<file path="config.mk">
export PLATFORM = sky130hd
export DESIGN_NAME = uart_cmd_decoder
export DESIGN_NICKNAME = d
export VERILOG_FILES = /design/src/rtl/uart_pkg.sv /design/src/rtl/Counter.sv /design/src/rtl/uart_cmd_decoder.sv
export SDC_FILE = /design/constraint.sdc
export NUM_CORES = 1
export LEC_CHECK = 0
export CAP_MARGIN = 30
export CORE_MARGIN = 5
export CORE_UTILIZATION = 40
export CTS_CLUSTER_SIZE = 8
export DETAILED_ROUTE_END_ITERATION = 12
export DONT_BUFFER_PORTS = 1
export GPL_TIMING_DRIVEN = 0
export SETUP_SLACK_MARGIN = 0.5
export SLEW_MARGIN = 20
export SYNTH_ARGS = -nofsm -noshare
export SYNTH_HDL_FRONTEND = slang
export SYNTH_SLANG_ARGS = --single-unit
</file>
<file path="constraint.sdc">
create_clock -name clock -period 1.9 [get_ports clock]
set_input_delay 0.38 -clock clock [delete_from_list [all_inputs] [get_ports clock]]
set_output_delay 0.38 -clock clock [all_outputs]
set_load 0.005 [all_outputs]
</file>
<file path="src/rtl/uart_pkg.sv">
// Shared definitions for the UART command decoder: sync byte, FSM states and byte-time helpers.
package uart_pkg;

    localparam logic [7:0] SYNC_BYTE     = 8'hA5;
    localparam int         BITS_PER_BYTE = 32'd10;

    typedef enum logic [1:0] {
        ST_IDLE      = 2'd0,
        ST_WAIT_ADDR = 2'd1,
        ST_WAIT_DATA = 2'd2,
        ST_WAIT_CHK  = 2'd3
    } state_t;

    // Last counter value of the inter-byte gap, in clock cycles.
    function automatic int timeout_terminal(input int clk_speed, input int baud_rate,
                                            input int timeout_bytes);
        return timeout_bytes * BITS_PER_BYTE * (clk_speed / baud_rate) - 32'd1;
    endfunction

endpackage

</file>
<file path="src/rtl/Counter.sv">
// Generic up-counter with synchronous reset, load and count enable; load wins over enable.
module Counter #(
    parameter int WIDTH = 8
) (
    input  logic             clock,
    input  logic             reset,
    input  logic             load,
    input  logic [WIDTH-1:0] load_value,
    input  logic             en,
    output logic [WIDTH-1:0] count
);

    // Count register.
    always_ff @(posedge clock) begin
        if (reset) begin
            count <= '0;
        end else if (load) begin
            count <= load_value;
        end else if (en) begin
            count <= count + WIDTH'(1);
        end else begin
            count <= count;
        end
    end

endmodule

</file>
<file path="src/rtl/uart_cmd_decoder.sv">
// Decodes SYNC/ADDR/DATA/CHK byte frames from a UART receiver into register writes,
// rejecting bad addresses, bad checksums and stalled frames.
module uart_cmd_decoder
    import uart_pkg::*;
#(
    parameter int CLK_SPEED     = 5_000_000,
    parameter int BAUD_RATE     = 9600,
    parameter int TIMEOUT_BYTES = 4
) (
    input  logic       clock,
    input  logic       reset,
    input  logic [7:0] rx_data,
    input  logic       rx_valid,
    output logic       reg_wr_en,
    output logic [1:0] reg_addr,
    output logic [7:0] reg_wr_data,
    output logic       cmd_error,
    output logic       busy,
    output logic [7:0] err_count
);

    localparam int                   TMO_TERMINAL = timeout_terminal(CLK_SPEED, BAUD_RATE, TIMEOUT_BYTES);
    localparam int                   TMO_WIDTH    = $clog2(TMO_TERMINAL) + 1;
    localparam logic [TMO_WIDTH-1:0] TMO_LAST     = TMO_WIDTH'(TMO_TERMINAL);

    state_t               state_r;
    state_t               state_next_s;
    logic [1:0]           addr_lat_r;
    logic [7:0]           data_lat_r;
    logic [TMO_WIDTH-1:0] tmo_count_s;
    logic                 tmo_clear_s;
    logic                 tmo_en_s;
    logic                 tmo_hit_s;
    logic                 chk_ok_s;
    logic                 wr_fire_s;
    logic                 err_fire_s;

    assign tmo_clear_s = rx_valid | (state_r == ST_IDLE);
    assign tmo_en_s    = (state_r != ST_IDLE);
    // A byte arriving on the terminal cycle takes priority over the timeout.
    assign tmo_hit_s   = tmo_en_s & (tmo_count_s == TMO_LAST) & ~rx_valid;
    assign chk_ok_s    = (rx_data == ({6'b000000, addr_lat_r} ^ data_lat_r));
    assign busy        = (state_r != ST_IDLE);

    Counter #(.WIDTH(TMO_WIDTH)) u_timeout (
        .clock      (clock),
        .reset      (reset),
        .load       (tmo_clear_s),
        .load_value ({TMO_WIDTH{1'b0}}),
        .en         (tmo_en_s),
        .count      (tmo_count_s)
    );

    // State register.
    always_ff @(posedge clock) begin
        if (reset) begin
            state_r <= ST_IDLE;
        end else begin
            state_r <= state_next_s;
        end
    end

    // Next-state logic; SYNC is only recognised in IDLE.
    always_comb begin
        state_next_s = state_r;
        if (tmo_hit_s) begin
            state_next_s = ST_IDLE;
        end else if (rx_valid) begin
            case (state_r)
                ST_IDLE:      state_next_s = (rx_data == SYNC_BYTE) ? ST_WAIT_ADDR : ST_IDLE;
                ST_WAIT_ADDR: state_next_s = (rx_data[7:2] == 6'd0) ? ST_WAIT_DATA : ST_IDLE;
                ST_WAIT_DATA: state_next_s = ST_WAIT_CHK;
                ST_WAIT_CHK:  state_next_s = ST_IDLE;
                default:      state_next_s = ST_IDLE;
            endcase
        end else begin
            state_next_s = state_r;
        end
    end

    // Write/error decisions, registered below so they appear one cycle after the event.
    always_comb begin
        wr_fire_s  = 1'b0;
        err_fire_s = 1'b0;
        if (tmo_hit_s) begin
            err_fire_s = 1'b1;
        end else if (rx_valid) begin
            case (state_r)
                ST_WAIT_ADDR: err_fire_s = (rx_data[7:2] != 6'd0);
                ST_WAIT_CHK: begin
                    wr_fire_s  = chk_ok_s;
                    err_fire_s = ~chk_ok_s;
                end
                default: begin
                    wr_fire_s  = 1'b0;
                    err_fire_s = 1'b0;
                end
            endcase
        end else begin
            wr_fire_s  = 1'b0;
            err_fire_s = 1'b0;
        end
    end

    // Address/data capture while the frame is in flight.
    always_ff @(posedge clock) begin
        if (reset) begin
            addr_lat_r <= 2'd0;
            data_lat_r <= 8'd0;
        end else if (rx_valid && (state_r == ST_WAIT_ADDR)) begin
            addr_lat_r <= rx_data[1:0];
        end else if (rx_valid && (state_r == ST_WAIT_DATA)) begin
            data_lat_r <= rx_data;
        end else begin
            addr_lat_r <= addr_lat_r;
            data_lat_r <= data_lat_r;
        end
    end

    // Registered outputs; address/data hold until the next accepted frame.
    always_ff @(posedge clock) begin
        if (reset) begin
            reg_wr_en   <= 1'b0;
            cmd_error   <= 1'b0;
            reg_addr    <= 2'd0;
            reg_wr_data <= 8'd0;
            err_count   <= 8'd0;
        end else begin
            reg_wr_en <= wr_fire_s;
            cmd_error <= err_fire_s;
            if (wr_fire_s) begin
                reg_addr    <= addr_lat_r;
                reg_wr_data <= data_lat_r;
            end else begin
                reg_addr    <= reg_addr;
                reg_wr_data <= reg_wr_data;
            end
            if (err_fire_s && (err_count != 8'hFF)) begin
                err_count <= err_count + 8'd1;
            end else begin
                err_count <= err_count;
            end
        end
    end

endmodule

</file>
Word-level counts from Yosys, hierarchy flattened. Index checks and enable logic that the tools add are counted.

Input port bits: 11. Logic and storage cells: 44. Register bits: 48. Output and inout port bits: 21.

Reductions and logical operators: 10. Multiplexer cells: 9. Equal/unequal tests: 7. Bitwise operators: 7. Add/sub/neg operators: 2.

Operators with widths (number): $add 16x1->16 const B (1); $eq 16x15->1 const B (1); $add 8x1->8 const B (1); $eq 8x8->1 (1); $eq 8x8->1 const B (1); $ne 8x8->1 const B (1); $pmux 2 s4 (1); $xor 2x8->8 (1); $logic_not 6->1 (1); $mux 1 (6); $reduce_bool 6->1 (1); $eq 2x2->1 const B (2); $reduce_or 2->1 (2); $logic_and 1x1->1 (3); $not 1->1 (3); $and 1x1->1 (2); $eq 2x1->1 const B (1); $logic_not 2->1 (1); $mux 2 (1); $pmux 1 s2 (1); $reduce_and 2->1 (1); $reduce_bool 2->1 (1); $or 1x1->1 (1).

Longest topological paths before layout.
Depth after elaboration: 7. Depth in mapped cells: 6. Depth with buffers taken out: 6.

Hierarchy. Synthesis repeated with hierarchy kept, for this count alone.

Cell total of the unflattened synthesis: 282. Area total of the unflattened synthesis: 2603.7 um^2.

Modules (own cells, without submodules): uart_cmd_decoder (area each 1619.1 um^2, cells an instance 170, times used 1); Counter (area each 984.7 um^2, cells an instance 112, times used 1).

Worst setup path before layout. OpenSTA, ideal clock, no wires.

Path type: input -> register. From: input port rx_data[7]. To: register err_count[2]. Path buffers: 0. Data arrival time: 1.647 ns. Cell stages on the path: 5. Path slack: 0.129 ns. Cell sequence: or4_4 o21ba_1 o31ai_4 a211oi_1 mux2_1.

Cells in the longest elaborated chain, start to end: 6. Elaborated cells on any way between the ends: 7. Those cells by class: eq/ne: 1; mux: 3; bitwise: 1; reduce/logical: 2.

RTL lines: from (decl) (RTL line uart_cmd_decoder.sv:12) `input logic [7:0] rx_data,`; $eq 8x8->1 (RTL line uart_cmd_decoder.sv:42) `assign chk_ok_s = (rx_data == ({6'b000000, addr_lat_r} ^ data_lat_r));`; $not 1->1 (RTL line uart_cmd_decoder.sv:92) `err_fire_s = ~chk_ok_s;`; $pmux 1 s2 (*) (RTL line uart_cmd_decoder.sv:88) `case (state_r)`; $mux 1 (*) (RTL line uart_cmd_decoder.sv:87) `end else if (rx_valid) begin`; $mux 1 (*) (RTL line uart_cmd_decoder.sv:85) `if (tmo_hit_s) begin`; $logic_and 1x1->1 (*) (RTL line uart_cmd_decoder.sv:138) `if (err_fire_s && (err_count != 8'hFF)) begin`; to (signal assigned) (RTL line uart_cmd_decoder.sv:139) `err_count <= err_count + 8'd1;`; to (signal assigned) (RTL line uart_cmd_decoder.sv:141) `err_count <= err_count;`; to (decl) (RTL line uart_cmd_decoder.sv:19) `output logic [7:0] err_count`.

Every way passes the cells marked *; elsewhere a longest branch is shown, timed or not. A chain may end at the register's enable or synchronous reset.

Final worst setup path.
From: register data_lat_r[1]. To: register err_count[7].

Cells in the longest elaborated chain, start to end: 7.

RTL lines: from (decl) (RTL line uart_cmd_decoder.sv:29) `logic [7:0] data_lat_r;`; from (signal assigned) (RTL line uart_cmd_decoder.sv:113) `data_lat_r <= rx_data;`; from (signal assigned) (RTL line uart_cmd_decoder.sv:116) `data_lat_r <= data_lat_r;`; $xor 2x8->8 (RTL line uart_cmd_decoder.sv:42); $eq 8x8->1 (RTL line uart_cmd_decoder.sv:42); $not 1->1 (RTL line uart_cmd_decoder.sv:92); $pmux 1 s2 (RTL line uart_cmd_decoder.sv:88); $mux 1 (RTL line uart_cmd_decoder.sv:87); $mux 1 (RTL line uart_cmd_decoder.sv:85); $logic_and 1x1->1 (RTL line uart_cmd_decoder.sv:138).

Every way passes these cells.

==> impl_results.md <==
- Maximum number of pins on one net before global-route repair: 15
- Drt first-iter violations: 39
- Ys Warns: 0
- First-pass DRT Iterations: 4
- Most used cells in the layout excluding fill and tap cells: 45 x sky130_fd_sc_hd__nor2_1, 33 x sky130_fd_sc_hd__dfxtp_1, 19 x sky130_fd_sc_hd__mux2i_1, 15 x sky130_fd_sc_hd__buf_4, 12 x sky130_fd_sc_hd__xnor2_1
- DRT Wirelength: 4893 um
- Max-slew headroom: 62.66%
- Initial antenna violation count: 0
- Number of fill cells: 474
- Hold buffer count at CTS: 0
- Met1 GRT Util: 17.94%
- Final period util: 93.72%
- Met2 Resource Use GR: 21.09%
- Top cells by area, synth: sky130_fd_sc_hd__dfxtp_1 43%, sky130_fd_sc_hd__mux2i_1 8.6%, sky130_fd_sc_hd__nor2_1 8.1%
- H-tree depth: 2
- Number of maximum-capacitance violations: 0
- Crit path arrival time: 1.97 ns
- Combined area of the multi-input logic cells: 1440 um^2
- Insertion delay to the later sink of the worst-skew pair: 0.30 ns
- Detailed placer's ending HPWL: 3145 um
- DIE HEIGHT: 84.47 um
- Placement row count: 27
- Vias in the first global route: 1654
- ANT nets after route: 0
- Overall fraction of global-route tracks in use: 14.02%
- Startpoint type of the worst setup path: flop
- Setup repair after global routing missed its margin: yes
- Share of final-layout standard cells stronger than drive strength 1: 33.84%
- Area enclosed by the die boundary: 7135 um^2
- Post-synthesis sequential element count: 48
- Starting Density: 40.79%
- Clock-pin slew on the worst setup and hold paths: 0.09 ns
- Met3 Usage GRT: 6.379%
- Sink Count: 48
- Transition time of the tightest slew-check pin: 0.5601 ns
- Mapped Area: 2218 um^2
- Outcome: finished, final reports clean
- Total vias in the final route: 1700
- Minimum clock period: 1.781 ns
- Reg-to-reg setup timing slack: 0.12 ns
- Data required time of the critical path: 2.09 ns
- Placed Cells incl. Taps: 307
- Total clock buffers created by CTS: 5
- Signed area change from the synthesized netlist to the final layout: 31.13%
- Setup CP Type: reg2reg
- Maximum number of buffers from clock root to sink: 2
- Drc violations: 0
- # IOs: 32
- Net count of the finished layout: 276
- Skew final: 0.006716 ns
- Crit. End Element: flop
- Chip Width: 84.47 um
- Mean instance size in the synthesized netlist: 9.440 um^2
- Clock tree root buffer cell: sky130_fd_sc_hd__clkbuf_8
- Number of port buffers: 0
- Number of endpoints failing setup at the final stage: 0
- Classification of the worst-slack hold path: in2reg
- Post-layout instance count excluding filler cells: 335
- Final count of hold timing violations: 0
- Number of slew-limit violations in the final report: 0
- Syn Inst Count: 235
- Clock tree from TritonCTS: yes
- Ratio of routed vias to standard cells: 5.075
- Register area: 992.2 um^2
- Antenna cells: 0
- Wirelength per Cell: 14.61 um
- Grt peak-use layer: met2
- Fmax achieved: 0.5616 GHz
- Global route overflow: 0
- Pwr dens: 654.7 nW/um^2
- Leakage power: 0.001097 uW
- Maximum VDD drop: 0.0004723 V
- Largest fanout on the critical path: 5
- Number of nets in the synthesized netlist: 248
- Area share of the leading cell type in the synthesized netlist: 43.32%
- Global-route wire length before repair: 8038 um
- Tot Pwr: 1905 uW
- Post-synth top area cell: sky130_fd_sc_hd__dfxtp_1
- Share of synthesized area occupied by flip-flops and latches: 43.32%
- Area of the core region: 5439 um^2
- Commonest non-fill, non-tap cell in the layout: sky130_fd_sc_hd__nor2_1
- Number of library cell types mapped by synthesis: 42
- RePlAce Congestion: 0.7593
[cell families after synthesis]
| group | synth area share [%] |
|---|---|
| multiplexers | 11.62 |
| flip-flops | 43.32 |
| buffers and inverters | 3.159 |
| AND/OR/NAND/NOR | 23.46 |
| AO/OA/AOI/OAI | 7.389 |
| adder cells (fa/ha/maj) | 1.128 |
| XOR/XNOR | 9.927 |
[sequential cells by signal, indices dropped and copies added (netlist names), named ones only]
name	flops
err_count	8
addr_lat_r	2
u_timeout.count	16
reg_addr	2
reg_wr_data	8
reg_wr_en	1
data_lat_r	8
cmd_error	1
state_r	1
[timing repair]
action / 4_1_cts / 5_1_grt
gates resized for setup: 46 / 22
gates cloned: 2 / 0
pin swaps: 25 / 13
endpoints found under the hold margin: 0 / 0
setup buffers: 13 / 6
endpoints found under the setup margin: 37 / 42
[Yosys cell counts (all sizes together)]
| cell type | count |
|---|---|
| a2111o | 1 |
| a211oi | 5 |
| a21oi | 6 |
| a221oi | 1 |
| and2b | 3 |
| and3 | 2 |
| and4 | 2 |
| and4b | 2 |
| buf | 2 |
| clkbuf | 5 |
| dfxtp | 48 |
| dlygate4sd3 | 1 |
| ha | 2 |
| inv | 6 |
| mux2 | 6 |
| mux2i | 19 |
| nand2 | 16 |
| nand2b | 3 |
| nand3 | 8 |
| nand4 | 3 |
| nor2 | 48 |
| nor2b | 4 |
| nor3 | 2 |
| nor4 | 4 |
| nor4b | 1 |
| nor4bb | 1 |
| o2111ai | 1 |
| o21ai | 4 |
| o21ba | 1 |
| o21bai | 1 |
| o31ai | 1 |
| or2 | 1 |
| or3 | 2 |
| or4 | 1 |
| xnor2 | 13 |
| xnor3 | 2 |
| xor2 | 7 |
[worst max-delay path, cell delays in order (launching register included)]
cell and delay (ns):
sky130_fd_sc_hd__dfxtp_2 0.34, sky130_fd_sc_hd__xnor3_1 0.44, sky130_fd_sc_hd__nand2_4 0.14, sky130_fd_sc_hd__o31ai_4 0.08
sky130_fd_sc_hd__buf_6 0.14, sky130_fd_sc_hd__a211oi_2 0.21, sky130_fd_sc_hd__mux2_4 0.32
[final timing paths]
kind / from / to / cells after the start
worst max-delay path: data_lat_r[1]$_SDFFE_PP0P_ / err_count[7]$_SDFFE_PP0P_ / 6
worst max register to register: data_lat_r[1]$_SDFFE_PP0P_ / err_count[7]$_SDFFE_PP0P_ / 6
worst min-delay path: rx_data[1] / addr_lat_r[1]$_SDFFE_PP0P_ / 2
worst min register to register: u_timeout.count[14]$_SDFFE_PP0N_ / u_timeout.count[14]$_SDFFE_PP0N_ / 2
[area by class of cell]
cell class | instances | area share [%]
Multi-Input combinational cell | 174 | 49.51
Tap cell | 72 | 3.097
Sequential cell | 48 | 34.11
Inverter | 6 | 0.7742
Clock inverter | 2 | 2.065
Buffer | 8 | 2.280
Clock buffer | 5 | 2.366
Timing Repair Buffer | 20 | 5.806
[power breakdown]
group | internal (uW) | total [uW] | switching, uW | leakage, uW
logic | 23.2 | 51.3 | 28.2 | 0.000637
registers | 998 | 998 | 0.188 | 0.000396
clock network | 518 | 855 | 338 | 0.0000642
total | 1540 | 1900 | 366 | 0.00110
[stage by stage]
stage               instance area [um^2]  util, %  setup TNS [ns]  setup WS (ns)  hold WS (ns)
detailed placement                  2374    43.64         -0.1047       -0.03459        0.4699
floorplan                           2283        -               0         0.1313        0.4484
global placement                    2374    43.64        -0.04298       -0.01654        0.4632
CTS                                 2779    51.09               0         0.1109        0.1912
finish                              2909    53.49               0         0.1193        0.2035
global route                        2909    53.49               0        0.06229        0.1906
[routing by layer]
layer	wire length, um	part of all wire (%)
met1	2314	47
met2	2149	44
met3	368	7.5
met4	61	1.2
met5	0	0
Note: power is estimated with default switching activity, not from simulation.
==> edit 1: new RTL, config.mk and constraints unchanged <==
The 4 states of `state_t` get a Gray code encoding in 2 bits.
--- a/src/rtl/uart_pkg.sv
+++ b/src/rtl/uart_pkg.sv
@@ -5,10 +5,10 @@
     localparam int         BITS_PER_BYTE = 32'd10;
 
     typedef enum logic [1:0] {
-        ST_IDLE      = 2'd0,
-        ST_WAIT_ADDR = 2'd1,
-        ST_WAIT_DATA = 2'd2,
-        ST_WAIT_CHK  = 2'd3
+        ST_IDLE      = 2'b00,
+        ST_WAIT_ADDR = 2'b01,
+        ST_WAIT_DATA = 2'b11,
+        ST_WAIT_CHK  = 2'b10
     } state_t;
 
     // Last counter value of the inter-byte gap, in clock cycles.
Behaviour: no difference found for any inputs over 10 cycles, from zero or initial values and one cycle with reset high; not proved beyond that.
==> edit 1 against the original RTL <==
- the run now ends with setup timing left
- via count grew 9.2%
- global-route usage up 1.7 points
- sequential cell count stayed put
- total power increased by 0.93%
- clock skew up 0.0016 ns
- routed wire length rose by 16%
- final area grew 8.7%
- area after synthesis up 3.7%
- setup slack worse by 0.17 ns
- non-clock buffer count rose by 16
- worst hold slack improved by 0.014 ns
- largest power group unchanged
- highest routed layer unchanged
==> edit 1: results (changes against the original RTL) <==
----------------------------------------------------
[Status]
  Result of the run ... complete, but fails checks
  Violations in the final reports ... setup timing

[Detailed routing]
  Average detailed-routed wire length per instance ... 16.0 um (+9.4%)
  Iteration-0 DRC Markers ... 109 (+180%)
  Routed Wire Length ... 5650 um (+16%)
  Routed length on met1 ... 2560 um (+11%)

[Logic synthesis]
  Number of distinct library cell variants in the gate-level netlist after synthesis ... 47 (+12%)
  Cell count after synthesis ... 240 (+2.1%)
  Ranking of synthesized cells by instance count ... 48 x sky130_fd_sc_hd__dfxtp_1, 40 x sky130_fd_sc_hd__nor2_1, 19 x sky130_fd_sc_hd__mux2i_1, 11 x sky130_fd_sc_hd__nand2_1, 11 x sky130_fd_sc_hd__xnor2_1
  Top cells by area in the synthesized netlist ... sky130_fd_sc_hd__dfxtp_1 42%, sky130_fd_sc_hd__mux2i_1 8.3%, sky130_fd_sc_hd__nor2_1 6.5%
  Mapped Nets ... 257 (+3.6%)

[Clock tree]
  Post-CTS setup buffers ... 27 (+14)
  Resized cells post-CTS ... 47 (+2.2%)

[Pwr]
  Leak ... 1.22 nW (+11%)
  Max VDD drop ... 0.371 mV (-21%)

[Timing]
  Setup-failing EPs final ... 6 (+6)
  Worst setup margin ... -0.0516 ns (-0.171 ns)
  Setup TNS ... -0.157 ns (-0.157 ns)

[Placement]
  Cell total after placement ... 312 (+1.6%)
  Worst slack after detailed placement ... -0.166 ns (-0.131 ns)
  Dpl hpwl ... 3370 um (+7.0%)

[Worst setup path]
  Crit path DAT ... 2.13 ns (+0.16 ns)
  Critical-path maximum fanout ... 4 (-1)

[Global route]
  First-pass GRT wire length ... 9070 um (+13%)
  Tot GR Track Use ... 15.7% (+1.7 points)
  Vias in the first global route ... 1837 (+11%)

[Final layout]
  Core utilization of the finished layout ... 57.1% (+3.6 points)
  Total Nets Final ... 298 (+8.0%)

----------------------------------------------------
-- edit 1: cell types whose count changed in the layout (fill, tap and decap cells not counted), moves of 5 or more --
| cell | unedited run | this run |
|---|---|---|
| sky130_fd_sc_hd__xnor2_2 | 1 | 7 |
| sky130_fd_sc_hd__dfxtp_1 | 33 | 38 |
| sky130_fd_sc_hd__nor2_1 | 45 | 36 |
| sky130_fd_sc_hd__and3_1 | 2 | 7 |
| sky130_fd_sc_hd__xnor2_1 | 12 | 4 |
| sky130_fd_sc_hd__buf_4 | 15 | 21 |
| sky130_fd_sc_hd__dfxtp_4 | 5 | 0 |
-- edit 1: cells by family (layout without fill, tap and decap cells) --
group,Yosys count,count (layout),share of synthesized area [%]
DFF,48,48,41.8
AOI/OAI and AO/OA,24,25,8.92
adders and majority gates,6,6,3.26
buffers and inverters,18,59,3.15
muxes,24,24,10.9
xor gates and xnor gates,21,21,9.19
and+or+nand+nor,99,99,22.8
-- edit 1: metal layers --
metal	vias to the layer above	track usage [%]
li1	928	-
met1	877	21.0
met2	39	23.4
met3	12	4.51
met4	0	6.91
met5	-	0
-- edit 1: power groups by stage --
| stage | registers (mW) | logic, mW | clock network [mW] |
|---|---|---|---|
| global route | 1.01 | 0.109 | 0.875 |
| detailed placement | 1.03 | 0.0682 | 0 |
| global placement | 1.03 | 0.0678 | 0 |
| finish | 1.01 | 0.102 | 0.809 |
| floorplan | 1.03 | 0.0530 | 0 |
| CTS | 1.01 | 0.0941 | 0.831 |
-- edit 1: path summary, 6_finish.rpt --
| kind | cells past startpoint | startpoint | end |
|---|---|---|---|
| worst max-delay path | 9 | state_r[1]$_SDFFE_PP0P_ | err_count[7]$_SDFFE_PP0P_ |
| worst min-delay path | 2 | rx_data[1] | data_lat_r[1]$_SDFFE_PP0P_ |
| worst max register to register | 9 | state_r[1]$_SDFFE_PP0P_ | err_count[7]$_SDFFE_PP0P_ |
| worst min register to register | 1 | u_timeout.count[0]$_SDFFE_PP0N_ | u_timeout.count[0]$_SDFFE_PP0N_ |
-- edit 1: layout make-up --
class	instances	area share, %
well taps	72	2.85
clock inverters	1	0.949
multi-input cells	175	48.1
repair buffers	33	9.93
flip-flops and latches	48	30.8
plain buffers	11	3.32
clock buffers	7	3.05
inverters	7	0.989
-- edit 1: worst reg2reg max path: stages (launching register included) --
cell and delay, ns:
sky130_fd_sc_hd__dfxtp_2 0.37, sky130_fd_sc_hd__inv_4 0.05, sky130_fd_sc_hd__ha_4 0.16, sky130_fd_sc_hd__and4b_1 0.26, sky130_fd_sc_hd__and3_1 0.17, sky130_fd_sc_hd__buf_6 0.12
sky130_fd_sc_hd__buf_4 0.13, sky130_fd_sc_hd__a31oi_4 0.11, sky130_fd_sc_hd__a2111oi_4 0.38, sky130_fd_sc_hd__a211oi_1 0.09
==> edit 2: new RTL, same settings <==
Without the edit above. Set the parameter `TIMEOUT_BYTES` to 8 (it was 4).
--- a/src/rtl/uart_cmd_decoder.sv
+++ b/src/rtl/uart_cmd_decoder.sv
@@ -5,7 +5,7 @@
 #(
     parameter int CLK_SPEED     = 5_000_000,
     parameter int BAUD_RATE     = 9600,
-    parameter int TIMEOUT_BYTES = 4
+    parameter int TIMEOUT_BYTES = 8
 ) (
     input  logic       clock,
     input  logic       reset,
Behaviour: same outputs for any inputs over 10 cycles, from zero or initial values and one cycle with reset high; that may be too few to reach the edited logic, so the function may still have changed.
==> edit 2 against the original RTL <==
- the flow now finishes with violations (setup timing)
- highest routed layer unchanged
- area after synthesis rose by 1.7%
- via count is 3.9% higher
- critical path depth did not move
- die area is 1.5% higher
- total power is 7.9% lower
- setup slack got worse by 0.16 ns
- sequential share of layout area grew 0.44 points
- count of clock-buffer cells in the layout rose by 2
- sequential cell count grew 1
- routed wire length decreased by 0.14%
- final area about the same
==> edit 2: results (changes against the original RTL) <==
----------------------------------------------------
[Final layout]
  Invs w/o clock ... 4 (-2)
  Number of clock buffer instances in the layout ... 7 (+2)
  FF/Latch Area ... 0.00101 sq mm (+1.4%)
  Proportion of layout cells with a drive suffix above 1 ... 34.9% (+1.1 points)
  Layout overhead on the synthesized area ... 29.1%
  Number of buffers other than clock buffers in the final layout ... 30 (+7.1%)
  Layout multi-input combinational cell count ... 178 (+2.3%)
  Filler cell count ... 492 (+3.8%)

[Worst setup path]
  Crit path DAT ... 2.14 ns (+0.17 ns)
  Cell family with the largest share of critical-path delay ... simple AND/OR/NAND/NOR gates
  Biggest cell delay along the critical path ... 0.36 ns (-0.08 ns)

[Timing]
  Setup TNS ... -0.139 ns (-0.139 ns)
  Worst setup margin ... -0.0435 ns (-0.163 ns)
  Worst-case headroom to the max-slew limit ... 68.4% (+5.8 points)
  Worst clock skew on the final layout ... 0.0111 ns (+0.00439 ns)
  Setup-failing EPs final ... 5 (+5)
  Tightest hold margin ... 0.196 ns (-0.00792 ns)

[Pwr]
  Max VDD drop ... 0.384 mV (-19%)
  Cell Int Power ... 1.38 mW (-10%)
  Portion of total power attributed to the clock network ... 38.6% (-6.3 points)

[Status]
  Result of the run ... complete, but fails checks
  Violations in the final reports ... setup timing

[Clock tree]
  Resized cells post-CTS ... 32 (-30%)

[Detailed routing]
  Routed length on met1 ... 2260 um (-2.4%)
  Routed Wire Length ... 4890 um (-0.14%)
  Iteration-0 DRC Markers ... 55 (+41%)

[Placement]
  GP Congestion ... 0.776 (+2.3%)
  Dpl hpwl ... 3190 um (+1.3%)
  Worst slack after detailed placement ... -0.0731 ns (-0.0385 ns)

[Global route]
  Met3 Resource Use GR ... 4.66% (-1.7 points)
  Met1 usage in global routing ... 16.9% (-1.0 points)

[Logic synthesis]
  Share of synthesized cell area in full adder, half adder and majority cells ... 1.11% (-0.019 points)
  Part of the Yosys area used for sequential elements ... 43.5% (+0.17 points)
  Top cells by area in the synthesized netlist ... sky130_fd_sc_hd__dfxtp_1 43%, sky130_fd_sc_hd__mux2i_1 8.4%, sky130_fd_sc_hd__nor2_1 8.2%
  Fraction of synthesized area in multiplexers ... 10.9% (-0.69 points)
  Mapped Nets ... 253 (+2.0%)

[Die]
  Core Region ... 0.00551 sq mm (+1.2%)

----------------------------------------------------
## edit 2: changes by cell type after synthesis, moves of 3 or more
cell | before | now
sky130_fd_sc_hd__and2b_1 | 3 | 0
sky130_fd_sc_hd__mux2_1 | 6 | 0
sky130_fd_sc_hd__nor3_1 | 2 | 5
sky130_fd_sc_hd__nor4_2 | 3 | 0
sky130_fd_sc_hd__mux2_2 | 0 | 5
## edit 2: worst paths after layout
kind                                endpoint                        startpoint  depth (start not counted)
max                err_count[3]$_SDFFE_PP0P_  u_timeout.count[14]$_SDFFE_PP0N_                          6
min               addr_lat_r[1]$_SDFFE_PP0P_                        rx_data[1]                          2
max reg2reg        err_count[3]$_SDFFE_PP0P_  u_timeout.count[14]$_SDFFE_PP0N_                          6
min reg2reg  u_timeout.count[5]$_SDFFE_PP0N_   u_timeout.count[5]$_SDFFE_PP0N_                          2
